## src/rtl/mips_ctrl_pkg.sv

```systemverilog
// Shared encodings for the multi-cycle MIPS main controller: states, opcodes,
// funct codes, ALU operation codes and datapath mux selects.
package mips_ctrl_pkg;

    typedef enum logic [3:0] {
        S_FETCH    = 4'd0,
        S_DECODE   = 4'd1,
        S_MEMADDR  = 4'd2,
        S_MEMREAD  = 4'd3,
        S_MEMWB    = 4'd4,
        S_MEMWRITE = 4'd5,
        S_EXEC     = 4'd6,
        S_RWB      = 4'd7,
        S_BRANCH   = 4'd8,
        S_JUMP     = 4'd9,
        S_ADDIEX   = 4'd10,
        S_ADDIWB   = 4'd11
    } state_t;

    localparam logic [5:0] OP_RTYPE = 6'h00;
    localparam logic [5:0] OP_LW    = 6'h23;
    localparam logic [5:0] OP_SW    = 6'h2B;
    localparam logic [5:0] OP_BEQ   = 6'h04;
    localparam logic [5:0] OP_J     = 6'h02;
    localparam logic [5:0] OP_ADDI  = 6'h08;

    localparam logic [5:0] FN_ADD = 6'h20;
    localparam logic [5:0] FN_SUB = 6'h22;
    localparam logic [5:0] FN_AND = 6'h24;
    localparam logic [5:0] FN_OR  = 6'h25;
    localparam logic [5:0] FN_SLT = 6'h2A;

    localparam logic [2:0] ALU_AND = 3'b000;
    localparam logic [2:0] ALU_OR  = 3'b001;
    localparam logic [2:0] ALU_ADD = 3'b010;
    localparam logic [2:0] ALU_SUB = 3'b110;
    localparam logic [2:0] ALU_SLT = 3'b111;

    localparam logic [1:0] SRCB_REG     = 2'b00;
    localparam logic [1:0] SRCB_FOUR    = 2'b01;
    localparam logic [1:0] SRCB_IMM     = 2'b10;
    localparam logic [1:0] SRCB_IMM_SH2 = 2'b11;

    localparam logic [1:0] PC_ALU    = 2'b00;
    localparam logic [1:0] PC_ALUOUT = 2'b01;
    localparam logic [1:0] PC_JUMP   = 2'b10;

    // States that hold the memory port and can stretch on memReady.
    function automatic logic is_wait_state(input state_t s);
        return (s == S_FETCH) || (s == S_MEMREAD) || (s == S_MEMWRITE);
    endfunction

endpackage

```

## src/rtl/mips_mc_control_alu_ctl_decode.sv

```systemverilog
// R-type funct decode: ALU operation code plus a legality flag used both by
// EXEC and by the DECODE illegal-instruction check.
module alu_ctl_decode
    import mips_ctrl_pkg::*;
(
    input  logic [5:0] funct,
    output logic [2:0] alu_ctl,
    output logic       valid
);

    // NOTE: every output gets a default before the case so no latch is inferred.
    always_comb begin
        alu_ctl = ALU_ADD;
        valid   = 1'b1;
        case (funct)
            FN_ADD:  alu_ctl = ALU_ADD;
            FN_SUB:  alu_ctl = ALU_SUB;
            FN_AND:  alu_ctl = ALU_AND;
            FN_OR:   alu_ctl = ALU_OR;
            FN_SLT:  alu_ctl = ALU_SLT;
            default: valid   = 1'b0;
        endcase
    end

endmodule

```

## src/rtl/mips_mc_control.sv

```systemverilog
// Multi-cycle MIPS main controller: Moore FSM with memReady-stretched memory
// states and a watchdog that abandons accesses stuck for WAIT_MAX cycles.
module mips_mc_control
    import mips_ctrl_pkg::*;
#(
    parameter int unsigned WAIT_MAX = 15
) (
    input  logic       clk,
    input  logic       rst_n,
    input  logic [5:0] opcode,
    input  logic [5:0] funct,
    input  logic       zero,
    input  logic       memReady,
    output logic       pcWrite,
    output logic       pcWriteCond,
    output logic       pcEn,
    output logic       iorD,
    output logic       memRead,
    output logic       memWrite,
    output logic       irWrite,
    output logic       memToReg,
    output logic       regDst,
    output logic       regWrite,
    output logic       aluSrcA,
    output logic [1:0] aluSrcB,
    output logic [2:0] aluCtl,
    output logic [1:0] pcSource,
    output logic       illegalOp,
    output logic       memTimeout,
    output logic [3:0] state
);

    localparam int unsigned          CNT_W     = (WAIT_MAX < 2) ? 1 : $clog2(WAIT_MAX);
    localparam bit                   WD_EN     = (WAIT_MAX != 0);
    localparam logic [CNT_W-1:0]     CNT_LIMIT = WD_EN ? CNT_W'(WAIT_MAX - 1) : '0;

    state_t           state_q, state_d;
    logic [CNT_W-1:0] wait_cnt;
    logic             is_store;
    logic [2:0]       fn_alu;
    logic             fn_valid;
    logic             in_wait;
    logic             timeout;
    logic             stall;

    alu_ctl_decode u_alu_ctl_decode (
        .funct   (funct),
        .alu_ctl (fn_alu),
        .valid   (fn_valid)
    );

    assign in_wait = is_wait_state(state_q);
    // A memReady arriving on the limit cycle completes the access instead.
    assign timeout = WD_EN && in_wait && !memReady && (wait_cnt == CNT_LIMIT);
    assign stall   = in_wait && !memReady && !timeout;
    assign state   = state_q;

    always_comb begin
        state_d = state_q;
        case (state_q)
            S_FETCH:    if (memReady) state_d = S_DECODE;
                        else if (timeout) state_d = S_FETCH;
            S_DECODE: begin
                case (opcode)
                    OP_RTYPE:     state_d = fn_valid ? S_EXEC : S_FETCH;
                    OP_LW, OP_SW: state_d = S_MEMADDR;
                    OP_BEQ:       state_d = S_BRANCH;
                    OP_J:         state_d = S_JUMP;
                    OP_ADDI:      state_d = S_ADDIEX;
                    default:      state_d = S_FETCH;
                endcase
            end
            S_MEMADDR:  state_d = is_store ? S_MEMWRITE : S_MEMREAD;
            S_MEMREAD:  if (memReady) state_d = S_MEMWB;
                        else if (timeout) state_d = S_FETCH;
            S_MEMWRITE: if (memReady || timeout) state_d = S_FETCH;
            S_EXEC:     state_d = S_RWB;
            S_ADDIEX:   state_d = S_ADDIWB;
            default:    state_d = S_FETCH;
        endcase
    end

    // NOTE: control registers are few and cheap, so all of them take the async reset.
    always_ff @(posedge clk or negedge rst_n) begin
        if (!rst_n) begin
            state_q  <= S_FETCH;
            wait_cnt <= '0;
            is_store <= 1'b0;
        end else begin
            // NOTE: non-blocking so every register samples pre-edge values.
            state_q <= state_d;
            if (state_q == S_DECODE)
                is_store <= (opcode == OP_SW);
            // Any cycle that is not a continuing stall re-arms the count for the next wait.
            if (!stall)
                wait_cnt <= '0;
            else if (wait_cnt != '1)
                wait_cnt <= wait_cnt + 1'b1;
        end
    end

    always_comb begin
        pcWrite     = 1'b0;
        pcWriteCond = 1'b0;
        iorD        = 1'b0;
        memRead     = 1'b0;
        memWrite    = 1'b0;
        irWrite     = 1'b0;
        memToReg    = 1'b0;
        regDst      = 1'b0;
        regWrite    = 1'b0;
        aluSrcA     = 1'b0;
        aluSrcB     = SRCB_REG;
        aluCtl      = ALU_ADD;
        pcSource    = PC_ALU;
        illegalOp   = 1'b0;
        memTimeout  = 1'b0;
        if (rst_n) begin
            case (state_q)
                S_FETCH: begin
                    memRead    = 1'b1;
                    aluSrcB    = SRCB_FOUR;
                    irWrite    = memReady;
                    pcWrite    = memReady;
                    memTimeout = timeout;
                end
                S_DECODE: begin
                    aluSrcB   = SRCB_IMM_SH2;
                    illegalOp = !((opcode == OP_RTYPE && fn_valid) || opcode == OP_LW ||
                                  opcode == OP_SW || opcode == OP_BEQ ||
                                  opcode == OP_J || opcode == OP_ADDI);
                end
                S_MEMADDR, S_ADDIEX: begin
                    aluSrcA = 1'b1;
                    aluSrcB = SRCB_IMM;
                end
                S_MEMREAD: begin
                    memRead    = 1'b1;
                    iorD       = 1'b1;
                    memTimeout = timeout;
                end
                S_MEMWB: begin
                    regWrite = 1'b1;
                    memToReg = 1'b1;
                end
                S_MEMWRITE: begin
                    memWrite   = 1'b1;
                    iorD       = 1'b1;
                    memTimeout = timeout;
                end
                S_EXEC: begin
                    aluSrcA = 1'b1;
                    aluCtl  = fn_alu;
                end
                S_RWB: begin
                    regWrite = 1'b1;
                    regDst   = 1'b1;
                end
                S_BRANCH: begin
                    aluSrcA     = 1'b1;
                    aluCtl      = ALU_SUB;
                    pcWriteCond = 1'b1;
                    pcSource    = PC_ALUOUT;
                end
                S_JUMP: begin
                    pcWrite  = 1'b1;
                    pcSource = PC_JUMP;
                end
                S_ADDIWB:  regWrite = 1'b1;
                default: ;
            endcase
        end
        pcEn = pcWrite | (pcWriteCond & zero);
    end

endmodule

```

## config.mk

```make
export PLATFORM = sky130hd
export DESIGN_NAME = mips_mc_control
export DESIGN_NICKNAME = d
export VERILOG_FILES = /design/src/rtl/mips_ctrl_pkg.sv /design/src/rtl/mips_mc_control_alu_ctl_decode.sv /design/src/rtl/mips_mc_control.sv
export SDC_FILE = /design/constraint.sdc
export NUM_CORES = 1
export LEC_CHECK = 0
export BUFFER_PORTS_ARGS = -buffer_cell sky130_fd_sc_hd__buf_2
export CORE_UTILIZATION = 32
export CTS_BUF_LIST = sky130_fd_sc_hd__clkbuf_2
export CTS_CLUSTER_DIAMETER = 30
export DETAILED_ROUTE_END_ITERATION = 8
export HOLD_SLACK_MARGIN = 0.03
export PLACE_DENSITY = 0.54
export SETUP_SLACK_MARGIN = 0.05
export SYNTH_ARGS = -nofsm -noshare
export SYNTH_HDL_FRONTEND = slang
export SYNTH_SLANG_ARGS = --single-unit
```

## constraint.sdc

```tcl
create_clock -name clk -period 1.6 [get_ports clk]
set_input_delay 0.24 -clock clk [delete_from_list [all_inputs] [get_ports clk]]
set_output_delay 0.24 -clock clk [all_outputs]
set_load 0.05 [all_outputs]
```

Word-level counts from Yosys, hierarchy flattened
Cells that the tools add are included.
{"block": "word_totals", "in_bits": 16, "ff_bits": 9, "wordCells": 98, "out_inout_bits": 24}
{"block": "op_classes", "muxes": 42, "reduce_logical": 25, "add_sub_neg": 1, "eq_ne": 25, "bitwise_logic": 2}
{"operator": "$eq 6x6->1 const B", "count": 7}
{"operator": "$pmux 4 s7", "count": 1}
{"operator": "$mux 1", "count": 24}
{"operator": "$mux 4", "count": 6}
{"operator": "$eq 4x4->1 const B", "count": 5}
{"operator": "$pmux 4 s5", "count": 1}
{"operator": "$eq 4x3->1 const B", "count": 4}
{"operator": "$pmux 3 s4", "count": 1}
{"operator": "$mux 3", "count": 3}
{"operator": "$eq 4x2->1 const B", "count": 2}
{"operator": "$logic_or 1x1->1", "count": 8}
{"operator": "$reduce_or 2->1", "count": 4}
{"operator": "$eq 6x2->1 const B", "count": 1}
{"operator": "$eq 6x3->1 const B", "count": 1}
{"operator": "$eq 6x4->1 const B", "count": 1}
{"operator": "$logic_not 6->1", "count": 1}
{"operator": "$pmux 2 s3", "count": 1}
{"operator": "$pmux 3 s2", "count": 1}
{"operator": "$reduce_or 3->1", "count": 2}
{"operator": "$reduce_or 5->1", "count": 1}
{"operator": "$add 4x1->4 const B", "count": 1}
{"operator": "$eq 4x1->1 const B", "count": 1}
{"operator": "$logic_and 1x1->1", "count": 4}
{"operator": "$logic_not 4->1", "count": 1}
{"operator": "9 further kinds", "count": 13}

Logic depth before layout (Yosys ltp)
Gate-level depths: netlist (run 1).
{"block": "depth", "ltp_word": 12, "depth_mapped": 6, "depth_no_buf": 6}

By module
Synthesis (run 1) repeated with hierarchy kept, for this count alone.
{"block": "unflattened", "hier_cells": 124, "hier_area_um2": 953.4}
{"module": "mips_mc_control", "n_inst": 1, "area_per_inst_um2": 867.1, "cells_per_inst": 115, "seq_area_each_um2": 225.2}
{"module": "alu_ctl_decode", "n_inst": 1, "area_per_inst_um2": 86.3, "cells_per_inst": 9, "seq_area_each_um2": 0.0}

Least setup slack after synthesis (run 1)
OpenSTA, ideal clock, no wires.
{"block": "synth_path", "path_type": "flip-flop to output port", "from": "reg state_q[3] (netlist: state[3])", "to": "out aluSrcA", "stages_incl_launch_ff": 5, "path_slack_ps": -2298, "path_buffers": 2, "t_arrival_ps": 3658, "required_ps": 1360, "cell_sequence": "dfrtp_1 -> clkbuf_1 -> buf_2 -> nor2_1 -> a2111oi_0"}
{"block": "synth_between", "elab_chain_len": 4, "elab_cells_between_ends": 7, "classes_between": "eq/ne (4); mux (2); reduce/logical (1)"}
{"item": "start, declared", "line": "mips_mc_control.sv:37", "source": "state_t state_q, state_d;"}
{"item": "start signal, assigned", "line": "mips_mc_control.sv:91", "source": "state_q <= state_d;"}
{"item": "$eq 4x4->1 (tied with other cells)", "line": "mips_mc_control.sv:119", "source": "case (state_q)"}
{"item": "$reduce_or 4->1 (no line) (*)"}
{"item": "$mux 1 (*)", "line": "mips_mc_control.sv:119"}
{"item": "$mux 1 (*)", "line": "mips_mc_control.sv:118", "source": "if (rst_n) begin"}
{"item": "end, declared", "line": "mips_mc_control.sv:24", "source": "output logic aluSrcA,"}
Mark *: on every way between the ends. The rest lies on a longest branch, timed or not.

Worst setup path in the final report (run 1)
{"block": "layout_path", "from": "reg state_q[1] (netlist: state[1])", "to": "out memRead"}
{"block": "layout_between", "elab_chain_len": 4, "elab_cells_between_ends": 5, "classes_between": "eq/ne (1); mux (2); reduce/logical (2)"}
{"item": "$eq 4x2->1 or $logic_not 4->1 (tied branches)", "line": "mips_mc_control.sv:119"}
{"item": "$reduce_or 2->1 (no line) (*)"}
{"item": "$mux 1 (*)", "line": "mips_mc_control.sv:119"}
{"item": "$mux 1 (*)", "line": "mips_mc_control.sv:118"}
{"item": "end, declared", "line": "mips_mc_control.sv:18", "source": "output logic memRead,"}
Marks and branches as above.

==> results of run 1 <==
-- synthesized netlist by cell type, types with 2 or more instances --
cell / instances
dfrtp_1: 9
nand3_1: 3
a31oi_1: 5
or4_4: 2
o21ai_1: 2
nand2b_1: 3
or4_1: 2
inv_1: 4
clkbuf_1: 5
nor3_1: 6
a211oi_2: 2
o21a_1: 2
nor4_1: 2
or4b_1: 2
a21o_1: 2
buf_2: 6
nor3_2: 2
a2111oi_0: 2
nor2_1: 21
o21bai_1: 2
xor2_1: 3
a21oi_1: 3
nand2_1: 6
ha_1: 2
o21ai_0: 5
and3_1: 2
nand3b_1: 8
nor2b_1: 5
-- metrics by stage --
stage	worst slack [ps]	instance area [µm²]	total power, mW
floorplan	-546	1300	1.46
global placement	-185	1690	1.81
detailed placement	-205	1690	1.84
CTS	-350	1940	2.19
global route	-447	2200	2.69
finish	-384	2200	2.56
-- critical path: stages (launching register included) --
cell	delay, ps
dfrtp_2	430
buf_6	120
nor2b_4	120
or4_4	520
nor2_4	140
buf_8	150
-- worst min-delay path by stage --
| stage | slack, ps | endpoint |
|---|---|---|
| final | 370 | is_store |
| after CTS | 330 | state[1] |
| after global placement | 80 | is_store |
| after detailed placement | 90 | is_store |
| after global routing | 380 | state[1] |
| after floorplan | -60 | is_store |
-- state kept, by name (all words and copies together) (netlist names) --
register and flops:
is_store 1, state 4, wait_cnt 4
-- layout make-up --
type | count | area share
inverters | 4 | 0.00683
repair buffers | 92 | 0.389
clock buffers | 4 | 0.00911
multi-input cells | 110 | 0.465
well taps | 44 | 0.0251
flip-flops and latches | 9 | 0.105
-- cells by family (layout without fill, tap and decap cells) --
family	after synthesis	in the layout
compound gates	34	34
flops	9	9
simple gates	68	68
fa+ha+maj	2	2
mux	1	1
xor+xnor	5	5
buf+inv	17	100
-- power by group through the flow --
| stage | registers, mW | logic [mW] | clock network [mW] |
|---|---|---|---|
| after CTS | 0.314 | 1.72 | 0.156 |
| final | 0.326 | 2.08 | 0.157 |
| after global routing | 0.333 | 2.19 | 0.166 |
| after detailed placement | 0.314 | 1.53 | 0 |
| after floorplan | 0.423 | 1.04 | 0 |
| after global placement | 0.312 | 1.50 | 0 |
-- metal layers --
| metal | share of wire | GRT usage | up-vias |
|---|---|---|---|
| li1 | - | - | 668 |
| met1 | 0.43 | 0.260 | 644 |
| met2 | 0.52 | 0.370 | 43 |
| met3 | 0.038 | 0.0240 | 4 |
| met4 | 0.0072 | 0.0408 | 0 |
| met5 | 0 | 0 | - |
-- timing repair --
item,CTS,global route
pin swaps,14,22
gates resized for setup,51,39
setup buffers,5,13
endpoints found under the hold margin,5,0
endpoints found under the setup margin,27,28
hold buffers,2,0
==> metrics.yaml, run 1 <==
grt:
  gr-total-overflow: 0
  grtUsageTotal: 0.204
  antenna_found_initial: 0
  grt_pass1_wl_mm: 5.46
  grt_max_degree: 13
  grt_pass1_vias: 1220
job:
  max-cap-violations: 0
floorplan:
  fp-row-count: 20
  die-area_um2: 3490
  die_w_um: 59.1
  fp.dieH_um: 59.1
  initial_core_util: 0.339
  ios: 40
  coreArea_um2: 3080
sta:
  rsz0062_at_grt: "true"
  fmax_mhz: 504
  skew_ps: 10.4
  period_minus_slack_ps: 1980
  max_slew_margin: 0.776
  finalSetupViolations: 28
  final-max-slew-violation-count: 0
  holdWs_ps: 368
  setup_slack_ps: -384
  tightest_slew_ps: 328
  final.setup.tns_ps: -5270
  hold_viol_final: 0
  period_share: 1.24
power:
  swShare: 0.482
  clkPwrFrac: 0.061
  ir_worst_vdd_mv: 0.666
  p_int_mw: 1.33
  comb_power_share: 0.812
  p_leak_nw: 0.944
  p_per_area_nw_per_um2: 1170
  seqPwrFrac: 0.127
  switching_power_mw: 1.24
run_status:
  outcome: "finished, violations left"
  failed_checks: "negative setup slack"
setup_path:
  ff2ff_setup_slack_ps: -170
  cp.required_ps: 1360
  critical_path.endpoint: "memRead"
  cp-start-kind: "flip-flop"
  critPathKind: "flip-flop to output port"
  endpoint_kind: "output port"
  r2r-end: "wait_cnt[1]"
  crit_fanout: 2
  ff2ff_path_depth: 7
  r2r_start: "state[1]"
  arrival_ps: 1740
  critPathLaunch: "state[1]"
finish:
  final_cell_mix: "35 x buf_4, 25 x buf_6, 18 x buf_2, 11 x nor2_1"
  area_delta_synth_final_pct: 111
  antennaDiodeCount: 0
  multi_input_area_um2: 1020
  drive_gt1_frac: 0.653
  nets: 238
  fin_util: 0.714
  final_common_cell: "buf_4"
  final-instance-count-excl-fill: 263
  regArea_um2: 230
  fillers: 227
synthesis:
  avgSynthCellArea_um2: 7.66
  ys.flop_type: "dfrtp_1"
  synth_top_cell_by_area: "dfrtp_1"
  ys_types: 46
  synth_fa_ha_area_frac: 0.0240
  ys_warn_count: 0
  synth_compound_area_frac: 0.245
  synth.top_cell.area_share: 0.216
  synth.ff_latch_count: 9
  syn-instance-count: 136
  synth-async-reset-ratio: 1.00
  synth.yosys.seq_area_share: 0.216
  synthSimpleGateAreaFrac: 0.377
  synth-edff-count: 0
  synth_top_family_by_area: "simple AND/OR/NAND/NOR gates"
  synth_nets: 154
  synthMuxAreaShare: 0.00960
  netlist_area_um2: 1040
  synth_area_leaders: "dfrtp_1 22%, nor2_1 7.6%, nand3b_1 5.8%"
  synth-xor-area-share: 0.0492
placement:
  place_hpwl_mm: 2.50
  port-buffer-count: 39
  dp.cells: 241
  gp_congestion: 0.798
route:
  via_per_inst: 5.17
  first_pass_iters: 4
  ant_nets: 0
  wl_per_cell_um: 14.3
  via_count: 1359
  routed_wl_mm: 3.77
  drt_iter0_markers: 64
  drc: 0
clock_network:
  root_buffer: "clkbuf_2"
  cts_buffer_depth: 2
  clkTransAtPathRegs_ps: 110
  cts_buffers: 3
  clock_latency_ps: 260
  cts_sinks: 9
  tritoncts: "yes"
  htreeDepth: 1
hold_path:
  hold_depth: 3
  worstHoldStart: "opcode[4]"
  hp-class: "primary input to flip-flop"
(Power assumes the default switching activity.)
==> run 2, diff against run 1 <==
==> constraint.sdc (replaced) <==
create_clock -name clk -period 1.6 [get_ports clk]
set_input_delay 0.24 -clock clk [delete_from_list [all_inputs] [get_ports clk]]
set_output_delay 0.24 -clock clk [all_outputs]
set_load 0.005 [all_outputs]
==> run 2 against run 1 <==
  * The flow still finishes with violations (negative setup slack)
  * Fmax is 6.6% higher
  * Utilization is 16 points lower
  * Final area shrank 22%
  * Clock skew fell by 8.1 ps
  * Sequential share of layout area grew 2.8 points
  * Critical endpoint is now illegalOp
==> metrics.yaml, run 2 (synthesis results as in run 1) <==
run_status:
  outcome: "finished, violations left"  # unchanged
  failed_checks: "negative setup slack"  # unchanged
floorplan:
  ios: 40  # unchanged
  coreArea_um2: 3080  # unchanged
  fp.dieH_um: 59.1  # unchanged
  initial_core_util: 0.339  # unchanged
  die_w_um: 59.1  # unchanged
  fp-row-count: 20  # unchanged
  die-area_um2: 3490  # unchanged
setup_path:
  r2r_start: "wait_cnt[1]"  # was state[1]
  critPathKind: "flip-flop to output port"  # unchanged
  cp-start-kind: "flip-flop"  # unchanged
  endpoint_kind: "output port"  # unchanged
  ff2ff_setup_slack_ps: -60  # was -170 ps
  arrival_ps: 1620  # was 1740 ps
  crit_fanout: 3  # was 2
  cp.required_ps: 1360  # about the same
  ff2ff_path_depth: 5  # was 7
  r2r-end: "wait_cnt[3]"  # was wait_cnt[1]
grt:
  grt_max_degree: 22  # was 13
  grt_pass1_wl_mm: 5.09  # was 5.46 mm
  grt_pass1_vias: 1138  # was 1220
  grtUsageTotal: 0.191  # was 0.204
  gr-total-overflow: 0  # unchanged
  antenna_found_initial: 0  # unchanged
sta:
  period_minus_slack_ps: 1860  # was 1980 ps
  period_share: 1.16  # was 1.24
  tightest_slew_ps: 429  # was 328 ps
  skew_ps: 2.27  # was 10.4 ps
  finalSetupViolations: 20  # was 28
  rsz0062_at_grt: "true"  # unchanged
  final-max-slew-violation-count: 0  # unchanged
  setup_slack_ps: -261  # was -384 ps
  fmax_mhz: 537  # was 504 MHz
  hold_viol_final: 0  # unchanged
  max_slew_margin: 0.713  # was 0.776
finish:
  drive_gt1_frac: 0.530  # was 0.653
  final_common_cell: "buf_2"  # was buf_4
  finish.instance_area_um2: 1710  # was 2200 µm²
  final_cell_mix: "37 x buf_2, 23 x buf_4, 18 x nor2_1, 13 x buf_6"  # was 35 x buf_4, 25 x buf_6, 18 x buf_2, 11 x nor2_1
  antennaDiodeCount: 0  # unchanged
  area_delta_synth_final_pct: 64.1  # was 111%
  nets: 221  # was 238
route:
  first_pass_iters: 4  # unchanged
  drt_iter0_markers: 37  # was 64
  drc: 0  # unchanged
  routed_wl_mm: 3.25  # was 3.77 mm
  ant_nets: 0  # unchanged
  wl_per_cell_um: 13.2  # was 14.3 µm
  via_count: 1307  # was 1359
  via_per_inst: 5.31  # was 5.17
placement:
  place_hpwl_mm: 2.25  # was 2.50 mm
  port-buffer-count: 39  # unchanged
  gp_congestion: 0.739  # was 0.798
  place_area_um2: 1390  # was 1690 µm²
clock_network:
  clkTransAtPathRegs_ps: 100  # was 110 ps
  cts_buffer_depth: 2  # unchanged
  cts_buffers: 3  # unchanged
  htreeDepth: 1  # unchanged
  clock_latency_ps: 260  # about the same
  cts_sinks: 9  # unchanged
  tritoncts: "yes"  # unchanged
  root_buffer: "clkbuf_2"  # unchanged
hold_path:
  hold_depth: 3  # unchanged
  worstHoldStart: "opcode[4]"  # unchanged
  hp-class: "primary input to flip-flop"  # unchanged
  whs_endpoint: "is_store"  # unchanged
power:
  finalPower_mw: 1.74  # was 2.56 mW
  p_leak_nw: 0.811  # was 0.944 nW
  p_per_area_nw_per_um2: 1020  # was 1170 nW/µm²
  ir_worst_vdd_mv: 0.660  # was 0.666 mV
job:
  max-cap-violations: 0  # unchanged
run 2: cell count changes in the layout (fill, tap and decap cells not counted), sizes merged:
cell	delta
buf	-16
dlygate4sd3	-1
run 2: stage by stage:
stage / setup TNS (ps) / hold WS [ps] / std cells / worst slack (ps) / utilization
global route: -4130 / 331 / 246 / -370 / 0.556
finish: -2000 / 337 / 246 / -261 / 0.556
detailed placement: -117 / 273 / 226 / -88.6 / 0.450
CTS: -2070 / 327 / 242 / -271 / 0.525
global placement: -79.6 / 266 / 226 / -65.4 / 0.450
floorplan: 0 / -55.6 / 136 / 10.1 / -
run 2: metal layers:
layer | GRT usage | vias up | wire (µm)
met3 | 0.0306 | 7 | 157
met2 | 0.318 | 45 | 1570
met4 | 0.0612 | 0 | 42
li1 | - | 630 | -
met1 | 0.252 | 625 | 1490
met5 | 0 | - | 0
run 2: worst max-delay path by stage:
stage | from | to
6_report | state[3] | illegalOp
5_1_grt | state[1] | aluSrcA
4_1_cts | state[2] | illegalOp
3_5_place_dp | opcode[0] | illegalOp
3_3_place_gp | opcode[0] | illegalOp
2_1_floorplan | state[2] | illegalOp
run 2: area by class of cell:
type,count,area [µm²]
fillers,295,1370
multi-input cells,110,865
repair buffers,75,529
flip-flops and latches,9,226
well taps,44,55.1
clock buffers,4,20.0
inverters,4,15.0
run 2: critical path, cell delays in order (launching register included):
cell and delay [ps]:
dfrtp_1 400, or4b_4 590, nor2_4 110, nand2_2 60, o41ai_4 50, buf_2 150
run 2: where the power goes:
part / leakage, nW / total (mW) / switching [mW] / internal, mW
Combinational: 0.674 / 1.26 / 0.591 / 0.670
Clock: 0.0166 / 0.158 / 0.0912 / 0.0663
Sequential: 0.121 / 0.318 / 0.0411 / 0.277
Total: 0.811 / 1.74 / 0.723 / 1.01
run 2: what timing repair did:
| action | in CTS | in global routing |
|---|---|---|
| setup buffers | 11 | 5 |
| gates resized for setup | 29 | 15 |
| hold endpoints to repair | 9 | 0 |
| hold buffers | 1 | 0 |
| setup endpoints to repair | 27 | 27 |
| pin swaps | 11 | 10 |
